`src/rtl/mem_port_arbiter.sv`:
```
// Single-port memory arbiter for fetch (IF), load/store (LS) and loader (LD); grant is combinational,
// read data returns one cycle later; a refused requester holds its request until granted.
module mem_port_arbiter #(
  parameter int AW       = 8,
  parameter int DW       = 32,
  parameter int LD_BURST = 4
) (
  input  logic          clk,
  input  logic          reset_n,
  input  logic          if_req,
  input  logic [AW-1:0] if_addr,
  output logic          if_gnt,
  output logic          if_rvalid,
  input  logic          ls_req,
  input  logic          ls_we,
  input  logic [AW-1:0] ls_addr,
  input  logic [DW-1:0] ls_wdata,
  output logic          ls_gnt,
  output logic          ls_rvalid,
  input  logic          ld_req,
  input  logic          ld_we,
  input  logic [AW-1:0] ld_addr,
  input  logic [DW-1:0] ld_wdata,
  output logic          ld_gnt,
  output logic          ld_rvalid,
  output logic [DW-1:0] rdata,
  output logic          mem_en,
  output logic          mem_we,
  output logic [AW-1:0] mem_addr,
  output logic [DW-1:0] mem_wdata,
  input  logic [DW-1:0] mem_rdata
);

  localparam logic [1:0] OWN_IF = 2'd0;
  localparam logic [1:0] OWN_LS = 2'd1;
  localparam logic [1:0] OWN_LD = 2'd2;

  logic          r_ptr;      // 1 = LS was the last CPU-side owner
  logic [3:0]    r_burst;
  logic          r_rd_vld;
  logic [1:0]    r_rd_own;
  logic [DW-1:0] r_rdata;

  logic w_cpu_req;
  logic w_ld_cap;
  logic w_ld_win;
  logic w_if_win;
  logic w_ls_win;

  assign w_cpu_req = if_req | ls_req;
  assign w_ld_cap  = (r_burst == 4'(LD_BURST));
  assign w_ld_win  = ld_req & ~(w_ld_cap & w_cpu_req);
  // With both CPU requesters active, the one not served last goes first.
  assign w_if_win  = ~w_ld_win & if_req & (~ls_req | r_ptr);
  assign w_ls_win  = ~w_ld_win & ls_req & ~w_if_win;

  assign if_gnt = w_if_win & reset_n;
  assign ls_gnt = w_ls_win & reset_n;
  assign ld_gnt = w_ld_win & reset_n;

  assign mem_en    = if_gnt | ls_gnt | ld_gnt;
  assign mem_we    = (ls_gnt & ls_we) | (ld_gnt & ld_we);
  assign mem_addr  = ld_gnt ? ld_addr  : ls_gnt ? ls_addr : if_gnt ? if_addr : '0;
  assign mem_wdata = ld_gnt ? ld_wdata : ls_gnt ? ls_wdata : '0;

  assign if_rvalid = r_rd_vld & (r_rd_own == OWN_IF);
  assign ls_rvalid = r_rd_vld & (r_rd_own == OWN_LS);
  assign ld_rvalid = r_rd_vld & (r_rd_own == OWN_LD);
  assign rdata     = r_rd_vld ? mem_rdata : r_rdata;

  always_ff @(posedge clk or negedge reset_n) begin
    if (!reset_n) begin
      r_ptr    <= 1'b1;
      r_burst  <= '0;
      r_rd_vld <= 1'b0;
      r_rd_own <= OWN_IF;
      r_rdata  <= '0;
    end else begin
      if (if_gnt | ls_gnt)
        r_ptr <= ls_gnt;
      if (!ld_req || if_gnt || ls_gnt)
        r_burst <= '0;
      else if (ld_gnt && !w_ld_cap)
        r_burst <= r_burst + 4'd1;
      r_rd_vld <= mem_en & ~mem_we;
      r_rd_own <= ld_gnt ? OWN_LD : ls_gnt ? OWN_LS : OWN_IF;
      if (r_rd_vld)
        r_rdata <= mem_rdata;
    end
  end

endmodule

```
`config.mk`:
```
export PLATFORM = sky130hd
export DESIGN_NAME = mem_port_arbiter
export DESIGN_NICKNAME = d
export VERILOG_FILES = /design/src/rtl/mem_port_arbiter.sv
export SDC_FILE = /design/constraint.sdc
export NUM_CORES = 1
export LEC_CHECK = 0
export BUFFER_PORTS_ARGS = -buffer_cell sky130_fd_sc_hd__buf_2
export CAP_MARGIN = 20
export CORE_MARGIN = 5
export CORE_UTILIZATION = 37
export DETAILED_ROUTE_END_ITERATION = 8
export PLACE_DENSITY_LB_ADDON = 0.12
export SYNTH_ARGS = -nofsm -noshare
export SYNTH_HDL_FRONTEND = slang
export SYNTH_SLANG_ARGS = --single-unit
```
`constraint.sdc`:
```
create_clock -name clk -period 2.46 [get_ports clk]
set_input_delay 0.246 -clock clk [delete_from_list [all_inputs] [get_ports clk]]
set_output_delay 0.246 -clock clk [all_outputs]
set_load 0.1 [all_outputs]
```
* Word level (Yosys, flattened, before mapping) *
Index checks and enable logic that the tools add are counted.

word-level totals
  register bits after elaboration = 40
  output and inout port bits = 80

operators by class
  bitwise operators = 25
  $add $sub $neg = 1
  multiplexer cells = 10
  reduce and logical (&&, ||, !) cells = 7
  equal/unequal tests = 3

operators with widths
  kind                                           count
  two-way mux 32 bit                             3
  two-way mux 8 bit                              3
  bitwise AND 1 bit                              15
  two-way mux 4 bit                              2
  inverter 1 bit                                 5
  OR 1 bit                                       5
  adder 4 x 1 -> 4 bit, second input constant    1
  == test 4 x 3 -> 1 bit, second input constant  1
  == test 2 x 1 -> 1 bit, second input constant  1
  == test 2 bit, second input constant           1
  logical NOT 1 bit                              2
  logical NOT 2 bit                              1
  logical OR 1 bit                               2
  two-way mux 2 bit                              1
  nonzero test 2 bit                             1
  logical AND 1 bit                              1
  two-way mux 1 bit                              1

* Depth between registers and ports, before layout *
Gate-level depths: netlist of the first run.

  depth after elaboration = 14
  mapped depth = 8
  gate-level depth less buffers = 5

* Least setup slack after synthesis of the first run *
OpenSTA, ideal clock, no wires.

  kind = reg2out
  from = reg r_burst[0]
  to = out mem_addr[3]
  stages on the path, launching flop included = 8
  path slack = -1.239 ns
  arrival = 3.453 ns
  path buffers = 2
  cell sequence = dfrtp_1 > inv_1 > ha_1 > and3b_1 > buf_2 > buf_2 > a211oi_1 > a211oi_1

on the way
  word-level cells in the longest chain between the ends = 12
  elaborated cells on any way between the ends = 16
  those cells by class = eq/ne (1); mux (3); bitwise (12)

RTL lines
  element                          RTL line  source
  from (decl)                      39        logic [3:0] r_burst;
  from (signal assigned)           84        r_burst <= r_burst + 4'd1;
  == test 4 x 3 -> 1 bit (*)       51        assign w_ld_cap = (r_burst == 4'(LD_BURST));
  bitwise AND 1 bit (*)            52        assign w_ld_win = ld_req & ~(w_ld_cap & w_cpu_req);
  inverter 1 bit (*)               52
  bitwise AND 1 bit (*)            52
  inverter 1 bit                   54, 55
  bitwise AND 1 bit (2 in series)  54        assign w_if_win = ~w_ld_win & if_req & (~ls_req | r_ptr);
  inverter 1 bit                   55        assign w_ls_win = ~w_ld_win & ls_req & ~w_if_win;
  bitwise AND 1 bit                55
  bitwise AND 1 bit                58        assign ls_gnt = w_ls_win & reset_n;
  two-way mux 8 bit                63        assign mem_addr = ld_gnt ? ld_addr : ls_gnt ? ls_addr : if_gnt ? if_addr : '0;
  two-way mux 8 bit (*)            63
  to (decl)                        29        output logic [AW-1:0] mem_addr,

Mark *: on every way between the ends. The rest lies on a longest branch, timed or not.

* Worst setup path in the final report of the first run *
  from = reg r_burst[1]
  to = out mem_wdata[3]

on the way
  word-level cells in the longest chain between the ends = 12
  elaborated cells on any way between the ends = 14
  those cells by class = eq/ne (1); mux (2); bitwise (11)

RTL lines
  element                          RTL line  source
  == test 4 x 3 -> 1 bit (*)       51
  bitwise AND 1 bit (*)            52
  inverter 1 bit (*)               52
  bitwise AND 1 bit (*)            52
  inverter 1 bit                   54, 55
  bitwise AND 1 bit (2 in series)  54
  inverter 1 bit                   55
  bitwise AND 1 bit                55
  bitwise AND 1 bit                58
  two-way mux 32 bit               64        assign mem_wdata = ld_gnt ? ld_wdata : ls_gnt ? ls_wdata : '0;
  two-way mux 32 bit (*)           64
  to (decl)                        30        output logic [DW-1:0] mem_wdata,

Marks and branches as above.

==> impl_metrics.yaml, run 1 <==
hold_path:
  min_path_cells: 2
  hp-class: "in2reg"
cells_and_area:
  fin_area_um2: 4810
  area_growth_pct: 114
  utilization_pct: 81.3
  layout.nets: 529
  final_layout_size_suffix_gt1_share_pct: 76.3
  stdcell_count: 477
global_route:
  grt.overflow.total: 0
  grt_max_degree: 37
  grt_first_pass_wirelength_mm: 14.0
  grt_pass1_vias: 2658
  antenna_found_initial: 0
  track_usage_pct: 23.8
setup_path:
  slowest_delay_ns: 0.39
  end_kind: "output pin"
  cp_slowest_cell: "dfrtp_1"
  cpMostUsedCell: "buf_12"
  setup.worst_path.class: "reg2out"
  start_kind: "flip-flop"
  reg2reg_depth: 6
  crit_path_max_fanout: 35
  crit_chain: "inv_1, ha_1, and3b_2, o211a_1, buf_12, a22o_2, buf_12"
  path_buf_inv: 3
  path_delay_family: "compound AO/OA/AOI/OAI gates"
  crit_required_ns: 2.21
  cp.depth: 7
  critical_path_arrival_ns: 2.19
routing:
  wirelength_mm: 9.99
  drt_iter0_markers: 104
  routedWlPerCell_um: 20.9
  drtPass1Iterations: 4
  ant_nets: 0
  vias_per_cell: 5.23
  vias: 2494
  drc_errors: 0
synth:
  ys_top_cells_by_count: "dfrtp_1 (39), a22o_1 (33), mux2_2 (32)"
  synth_top_cell_area_share_pct: 43.4
  synth.most_common_cell: "dfrtp_1"
  synth_area_leaders: "dfrtp_1 (43%), mux2_2 (16%), a22o_1 (13%)"
  ys_warn_count: 0
  synth_nets: 318
  ys_async_sr_fraction_pct: 100
  syn_avg_cell_area_um2: 11.9
  synth_edf_count: 0
  synth_seq_area_share_pct: 44.5
  synth.distinct_cells: 34
  synthCells: 189
  synth_seq_cells: 40
  yosys_most_used_dff: "dfrtp_1"
  netlist_area_um2: 2250
  yosys.area.top_type: "dfrtp_1"
pwr:
  pwr-share-seq_pct: 23.0
  switchingPower_mw: 1.60
  power.density_nw_per_um2: 705
  combPwrFrac_pct: 61.2
  leakagePower_nw: 2.27
  p_clk_share_pct: 15.8
  power.internal_mw: 1.79
  p_sw_share_pct: 47.3
  p_total_mw: 3.39
  ir_worst_vdd_mv: 0.652
place:
  portBuffers: 206
  dp_slack_ns: 0.301
  dp.final_hpwl_mm: 8.05
  placed_area_um2: 4590
  gp_congestion: 0.904
  placed_cells: 460
sta:
  slew_violations: 0
  setup_viol: 0
  holdWs_ns: 0.147
  fin_setup_tns_ns: 0
  fmax_mhz: 410
  tightest_slew_ns: 0.580
  max_slew_margin_pct: 61.3
  fin_crit_ns: 2.44
  final.setup.worst_slack_ns: 0.0236
  fin_crit_sh_pct: 99.0
  fin_worst_skew_ns: 0.00344
  hold_viol_final: 0
floorplanning:
  die_area_um2: 7740
  row_count: 28
  fp.coreArea_um2: 5920
  die_w_um: 88.0
  die_y_um: 88.0
  start_util_pct: 38.0
  ios: 207
clock_network:
  cts_buffers: 5
  clock_sinks: 40
  clock_latency_ns: 0.29
  clockBufferDepth: 2
  clk_pin_slew_ns: 0.08
  cts_tree: "done"
  cts_root_buffer: "clkbuf_8"
  cts_max_level: 2
outcome:
  outcome: "finished clean"
job:
  drv_cap: 0
worst paths after layout:
| check | endpoint | from | slack [ns] |
|---|---|---|---|
| setup / recovery | mem_wdata[3] | r_burst[1] | 0.02 |
| hold / removal | r_rd_vld | ls_we | 0.15 |
| setup reg to reg | r_rd_vld | r_burst[1] | 0.67 |
| hold reg to reg | r_ptr | r_ptr | 0.51 |
| max in group asynchronous | r_rdata[3] | reset_n | 1.61 |
| min in group asynchronous | r_burst[1] | reset_n | 0.47 |
power groups by stage:
stage,sequential (mW),combinational [mW],clock [mW]
floorplan,0.783,1.30,0
detailed placement,0.795,2.06,0
global route,0.790,2.13,0.578
CTS,0.781,2.07,0.547
finish,0.780,2.08,0.537
global placement,0.785,2.03,0
placed cells by master, fill, tap and decap left out, drive strengths merged, types with 2 or more instances in the layout:
cell / instances
nand2: 7
o211a: 2
o21ai: 3
inv: 5
dfrtp: 39
mux2: 32
a21oi: 3
and3b: 3
a32oi: 8
nor2: 2
a211oi: 18
clkbuf: 7
ha: 2
buf: 219
a22o: 33
worst register-to-register path, stage by stage (launching register included):
cell and delay, ns:
dfrtp_1 0.39, inv_1 0.08, ha_1 0.22, and3b_2 0.29, o211a_1 0.26, buf_12 0.18
a221oi_1 0.28
registers in the layout, summed over array words and instances (netlist names):
name	flops
r_rd_vld	1
r_rdata	32
r_burst	4
r_rd_own	2
r_ptr	1
area by class of cell:
class / count / area (um^2)
Multi-Input combinational cell: 126 / 1220
Timing Repair Buffer: 222 / 2360
Tap cell: 75 / 93.8
Clock inverter: 3 / 42.5
Sequential cell: 40 / 1000
Antenna cell: 1 / 2.50
Inverter: 5 / 18.8
Clock buffer: 5 / 68.8
Fill cell: 355 / 1110
cell families (layout without fill, tap and decap cells):
logic type / Yosys count / in the layout / synth area share (%)
multiplexers: 33 / 33 / 16.5
buffers and inverters: 23 / 235 / 6.40
adder cells (fa/ha/maj): 2 / 2 / 1.11
other: 0 / 1 / 0
AO/OA/AOI/OAI: 73 / 73 / 27.0
flip-flops: 40 / 40 / 44.5
AND/OR/NAND/NOR: 18 / 18 / 4.45
per-layer routing:
metal | vias up | track usage (%) | wire length, um
met2 | 119 | 46.1 | 5780
li1 | 1157 | - | -
met1 | 1200 | 25.1 | 3370
met3 | 18 | 6.87 | 684
met5 | - | 0 | 0
met4 | 0 | 5.58 | 161
what timing repair did:
item,4_1_cts,5_1_grt
gates cloned,0,2
hold endpoints to repair,7,0
pin swaps,0,0
gates resized for setup,1,2
endpoints found under the setup margin,38,39
hold buffers,1,0
buffers inserted,1,4
(Power assumes the default switching activity.)
==> run 2: changes to the inputs <==
CORE_UTILIZATION = 29   (was 37)
==> run 2 against run 1 <==
  * Via count down 3.9%
  * Clock skew rose by 0.0011 ns
  * Worst hold slack better by 0.018 ns
  * Die area is 24% higher
  * Non-clock buffer count down 1
  * Design area is 0.91% higher
  * Global-route usage fell by 5.4 points
  * Utilization down 18 points
  * First-iteration DRC count shrank 40%
  * Cell count is 5.2% higher
  * Critical path type unchanged
  * Highest routed layer unchanged
==> impl_metrics.yaml, run 2 (synthesized netlist as in run 1, its figures left out) <==
clock_network:
  clock_sinks: 40
  clockBufferDepth: 2
  cts_tree: "done"
  clk_pin_slew_ns: 0.07
  cts_buffers: 5
  clock_latency_ns: 0.29
  cts_max_level: 2
  cts_root_buffer: "clkbuf_8"
global_route:
  grt_pass1_vias: 2618
  track_usage_pct: 18.4
  grt_first_pass_wirelength_mm: 14.1
  grt_max_degree: 37
  antenna_found_initial: 0
  grt.overflow.total: 0
sta:
  hold_viol_final: 0
  final.setup.worst_slack_ns: 0.0704
  max_slew_margin_pct: 62.7
  holdWs_ns: 0.165
  fin_setup_tns_ns: 0
  setup_viol: 0
  fin_worst_skew_ns: 0.00453
  fin_crit_sh_pct: 97.1
  slew_violations: 0
  fmax_mhz: 418
  tightest_slew_ns: 0.559
  fin_crit_ns: 2.39
routing:
  drtPass1Iterations: 4
  wirelength_mm: 9.44
  routedWlPerCell_um: 18.8
  drc_errors: 0
  ant_nets: 0
  drt_iter0_markers: 62
  vias_per_cell: 4.77
  vias: 2396
setup_path:
  r2r_end: "r_rd_vld"
  r2r_slack_ns: 0.65
  reg2reg_depth: 6
  critical_path_arrival_ns: 2.14
  crit_path_max_fanout: 17
  setup.worst_path.class: "reg2out"
  end_kind: "output pin"
  start_kind: "flip-flop"
  crit_required_ns: 2.21
  r2r_start: "r_burst[0]"
cells_and_area:
  antenna_cells: 0
  nFillCells: 630
  largest_reg_flops: 32
  layout.nets: 528
  fin_area_um2: 4860
  top_regs: "r_rdata: 32 flops, r_burst: 4 flops, r_rd_own: 2 flops"
  top_register: "r_rdata"
  area_growth_pct: 116
  layout_common_cells: "buf_2 (129), buf_12 (79), dfrtp_1 (39), mux2_2 (32), a22o_2 (28)"
  final_layout_size_suffix_gt1_share_pct: 76.8
  final_common_cell: "buf_2"
hold_path:
  hp-class: "in2reg"
  min_from: "ls_we"
  min_path_cells: 2
  min_delay_worst_endpoint: "r_rd_vld"
job:
  drv_cap: 0
pwr:
  power.density_nw_per_um2: 703
  leakagePower_nw: 2.27
  ir_worst_vdd_mv: 0.358
  p_total_mw: 3.41
outcome:
  outcome: "finished clean"
floorplanning:
  start_util_pct: 29.4
  die_area_um2: 9620
  fp.coreArea_um2: 7650
  row_count: 32
  ios: 207
  die_w_um: 98.1
  die_y_um: 98.1
place:
  placed_area_um2: 4650
  dp.final_hpwl_mm: 7.69
  portBuffers: 206
  dp_slack_ns: 0.269
  gp_congestion: 0.886
-- run 2: worst max-delay path by stage --
stage               startpoint             to  slack (ns)  depth (start not counted)
global route        r_burst[0]   mem_wdata[0]      -0.001                          7
detailed placement  r_burst[0]    mem_addr[2]        0.27                          7
floorplan           r_burst[0]    mem_addr[3]       -0.28                          7
global placement    r_burst[0]    mem_addr[7]       -0.02                          6
finish              r_burst[0]  mem_wdata[20]        0.07                          7
CTS                 r_burst[0]  mem_wdata[25]        0.02                          7
-- run 2: what timing repair did --
action,CTS,global route
endpoints found under the setup margin,38,39
hold endpoints to repair,4,0
hold buffers,1,0
gates resized for setup,1,6
setup buffers,2,1
gates cloned,0,1
-- run 2: final cells by class --
| class | count | area (um^2) | share of cell area [%] |
|---|---|---|---|
| Timing Repair Buffer | 221 | 2340 | 48.3 |
| Multi-Input combinational cell | 126 | 1240 | 25.5 |
| Sequential cell | 40 | 1000 | 20.6 |
| Tap cell | 102 | 128 | 2.63 |
| Clock buffer | 6 | 82.6 | 1.70 |
| Clock inverter | 2 | 38.8 | 0.799 |
| Inverter | 5 | 21.3 | 0.438 |
-- run 2: power by group --
part           total, mW  switching [mW]  internal [mW]  leakage, nW
Combinational       2.07            1.33          0.739         1.73
Sequential         0.781          0.0304          0.750        0.478
Clock              0.566           0.234          0.332       0.0614
Total               3.41            1.59           1.82         2.27
-- run 2: critical path, stage by stage (launching register included) --
cell and delay [ns]:
dfrtp_1 0.37, inv_1 0.07, ha_2 0.19, and3b_2 0.29, o211a_4 0.28, clkbuf_16 0.19, a22o_2 0.29, buf_12 0.17
-- run 2: metrics by stage --
step | std cells | utilization [%]
finish | 502 | 63.5
global route | 502 | 63.5
CTS | 500 | 62.8
detailed placement | 489 | 60.8
global placement | 488 | 60.7
floorplan | 189 | -
-- run 2: per-layer routing --
metal	up-vias	wire [um]	GRT usage (%)	share of wire, %
li1	1154	-	-	-
met1	1138	3890	23.4	41
met2	92	4860	31.6	52
met3	12	558	4.57	5.9
met4	0	121	4.15	1.3
met5	-	0	0	0
==> run 3: changes to the inputs <==
BUFFER_PORTS_ARGS = -buffer_cell sky130_fd_sc_hd__clkbuf_2   (was -buffer_cell sky130_fd_sc_hd__buf_2)
CTS_BUF_LIST = sky130_fd_sc_hd__clkbuf_8 sky130_fd_sc_hd__clkbuf_16   (was default)
==> run 3 against run 2 <==
  * The run now ends with setup timing left
  * Non-clock buffer count is 6 higher
  * First-iteration DRC count is 34% lower
  * Sequential share of layout area is 1.4 points higher
  * Design area is 6.2% lower
  * Routed wire length is 0.92% lower
  * Critical path depth is 1 higher
  * Utilization is 3.9 points lower
  * Setup slack worse by 0.088 ns
  * Die area stayed put
  * Count of clock-buffer cells in the layout is 1 lower
==> impl_metrics.yaml, run 3 (synthesized netlist as in run 1, its figures left out) <==
outcome:
  outcome: "complete, but fails checks"
  violations: "setup timing"
sta:
  fin_crit_ns: 2.48
  setup_viol: 14
  max_slew_margin_pct: 62.4
  fin_crit_sh_pct: 101
  final.setup.worst_slack_ns: -0.0172
  fin_worst_skew_ns: 0.00954
  slew_violations: 0
  holdWs_ns: 0.179
  fin_setup_tns_ns: -0.132
  rsz0062_at_grt: "yes"
  fmax_mhz: 404
  hold_viol_final: 0
  tightest_slew_ns: 0.566
cells_and_area:
  layout.nets: 534
  top_register: "r_rdata"
  final_common_cell: "clkbuf_2"
  final_layout_size_suffix_gt1_share_pct: 77.8
  stdcell_count: 508
  largest_reg_flops: 32
  area_growth_pct: 103
  utilization_pct: 59.6
  top_regs: "r_rdata: 32 flops, r_burst: 4 flops, r_rd_own: 2 flops"
  fin_area_um2: 4560
  layout_common_cells: "clkbuf_2 (158), buf_12 (50), dfrtp_1 (39), mux2_2 (32), a22o_4 (17)"
  antenna_cells: 0
place:
  portBuffers: 206
  dp.final_hpwl_mm: 7.43
  placed_area_um2: 4190
  gp_congestion: 0.872
  dp_slack_ns: 0.273
  placed_cells: 488
routing:
  wirelength_mm: 9.35
  vias_per_cell: 4.83
  drc_errors: 0
  vias: 2455
  ant_nets: 0
  routedWlPerCell_um: 18.4
  drt_iter0_markers: 41
  drtPass1Iterations: 4
floorplanning:
  die_w_um: 98.1
  die_y_um: 98.1
  row_count: 32
  start_util_pct: 29.4
  fp.coreArea_um2: 7650
  die_area_um2: 9620
  ios: 207
global_route:
  track_usage_pct: 17.8
  grt.overflow.total: 0
  grt_max_degree: 37
  grt_pass1_vias: 2535
  grt_first_pass_wirelength_mm: 13.7
  antenna_found_initial: 0
clock_network:
  cts_buffers: 5
  clock_sinks: 40
  clk_pin_slew_ns: 0.08
  cts_root_buffer: "clkbuf_8"
  cts_max_level: 2
  cts_tree: "done"
  clock_latency_ns: 0.28
  clockBufferDepth: 2
pwr:
  combPwrFrac_pct: 60.2
  power.internal_mw: 1.44
  pwr-share-seq_pct: 26.1
  p_total_mw: 2.98
  p_clk_share_pct: 13.7
  switchingPower_mw: 1.53
  leakagePower_nw: 2.24
  p_sw_share_pct: 51.5
  ir_worst_vdd_mv: 0.268
  power.density_nw_per_um2: 653
setup_path:
  critical_path_arrival_ns: 2.23
  end_kind: "output pin"
  slowest_delay_ns: 0.42
  crit_path_max_fanout: 8
  cp_slowest_cell: "dfrtp_1"
  start_kind: "flip-flop"
  crit_required_ns: 2.21
  setup.worst_path.class: "reg2out"
  path_delay_family: "buffers and inverters"
  cpMostUsedCell: "buf_12"
  path_buf_inv: 4
  crit_chain: "inv_2, ha_4, and3b_2, a211oi_4, clkbuf_16, buf_12, a22o_4, buf_12"
hold_path:
  hp-class: "in2reg"
job:
  drv_cap: 0
run 3: changes by cell type in the layout (fill, tap and decap cells not counted), sizes merged:
cell,change
buf,-152
clkbuf,+157
inv,+1
bufinv,-1
clkinvlp,+1
run 3: layer usage:
layer  share of wire [%]  wire length [um]  GRT usage, %  vias up
met2                  52              4850          31.3       96
met5                   0                 0             0        -
met3                 6.7               631          4.93       14
met4                 2.4               225          5.43        0
met1                  39              3640          21.2     1178
li1                    -                 -             -     1167
run 3: power groups by stage:
stage | combinational (mW) | sequential (mW) | clock, mW
after floorplan | 1.30 | 0.783 | 0
after global placement | 1.74 | 0.786 | 0
after detailed placement | 1.74 | 0.791 | 0
after CTS | 1.75 | 0.778 | 0.429
after global routing | 1.85 | 0.786 | 0.465
final | 1.79 | 0.777 | 0.407
run 3: final cells by class:
| class | instances | area (um^2) |
|---|---|---|
| fill | 656 | 3090 |
| multi-input combinational | 126 | 1370 |
| timing repair buffer | 227 | 1960 |
| inverter | 5 | 18.8 |
| clock inverter | 3 | 16.3 |
| sequential | 40 | 1000 |
| tap | 102 | 128 |
| clock buffer | 5 | 68.8 |
run 3: repair_timing:
action	4_1_cts	5_1_grt
hold buffers	1	0
hold endpoints to repair	3	0
buffers inserted	0	10
pin swaps	0	1
resized for setup	2	28
setup endpoints to repair	38	34
cloned	0	1
run 3: worst reg2reg max path, stage by stage, from the launching register on:
cell and delay (ns):
dfrtp_1 0.42, inv_2 0.08, ha_4 0.17, and3b_2 0.28
a211oi_4 0.37, clkbuf_16 0.21, buf_12 0.13, buf_4 0.12
a221oi_1 0.06
run 3: worst paths after layout:
| kind | startpoint | to | slack (ns) | cells after the start |
|---|---|---|---|---|
| worst max-delay path | r_burst[0] | mem_wdata[17] | -0.02 | 8 |
| min in group asynchronous | reset_n | r_burst[3] | 0.35 | 2 |
| max in group asynchronous | reset_n | r_rdata[27] | 1.24 | 4 |
| worst min register to register | r_rdata[6] | r_rdata[6] | 0.50 | 1 |
| worst min-delay path | ls_we | r_rd_vld | 0.18 | 2 |
| worst max register to register | r_burst[0] | r_rd_vld | 0.50 | 8 |
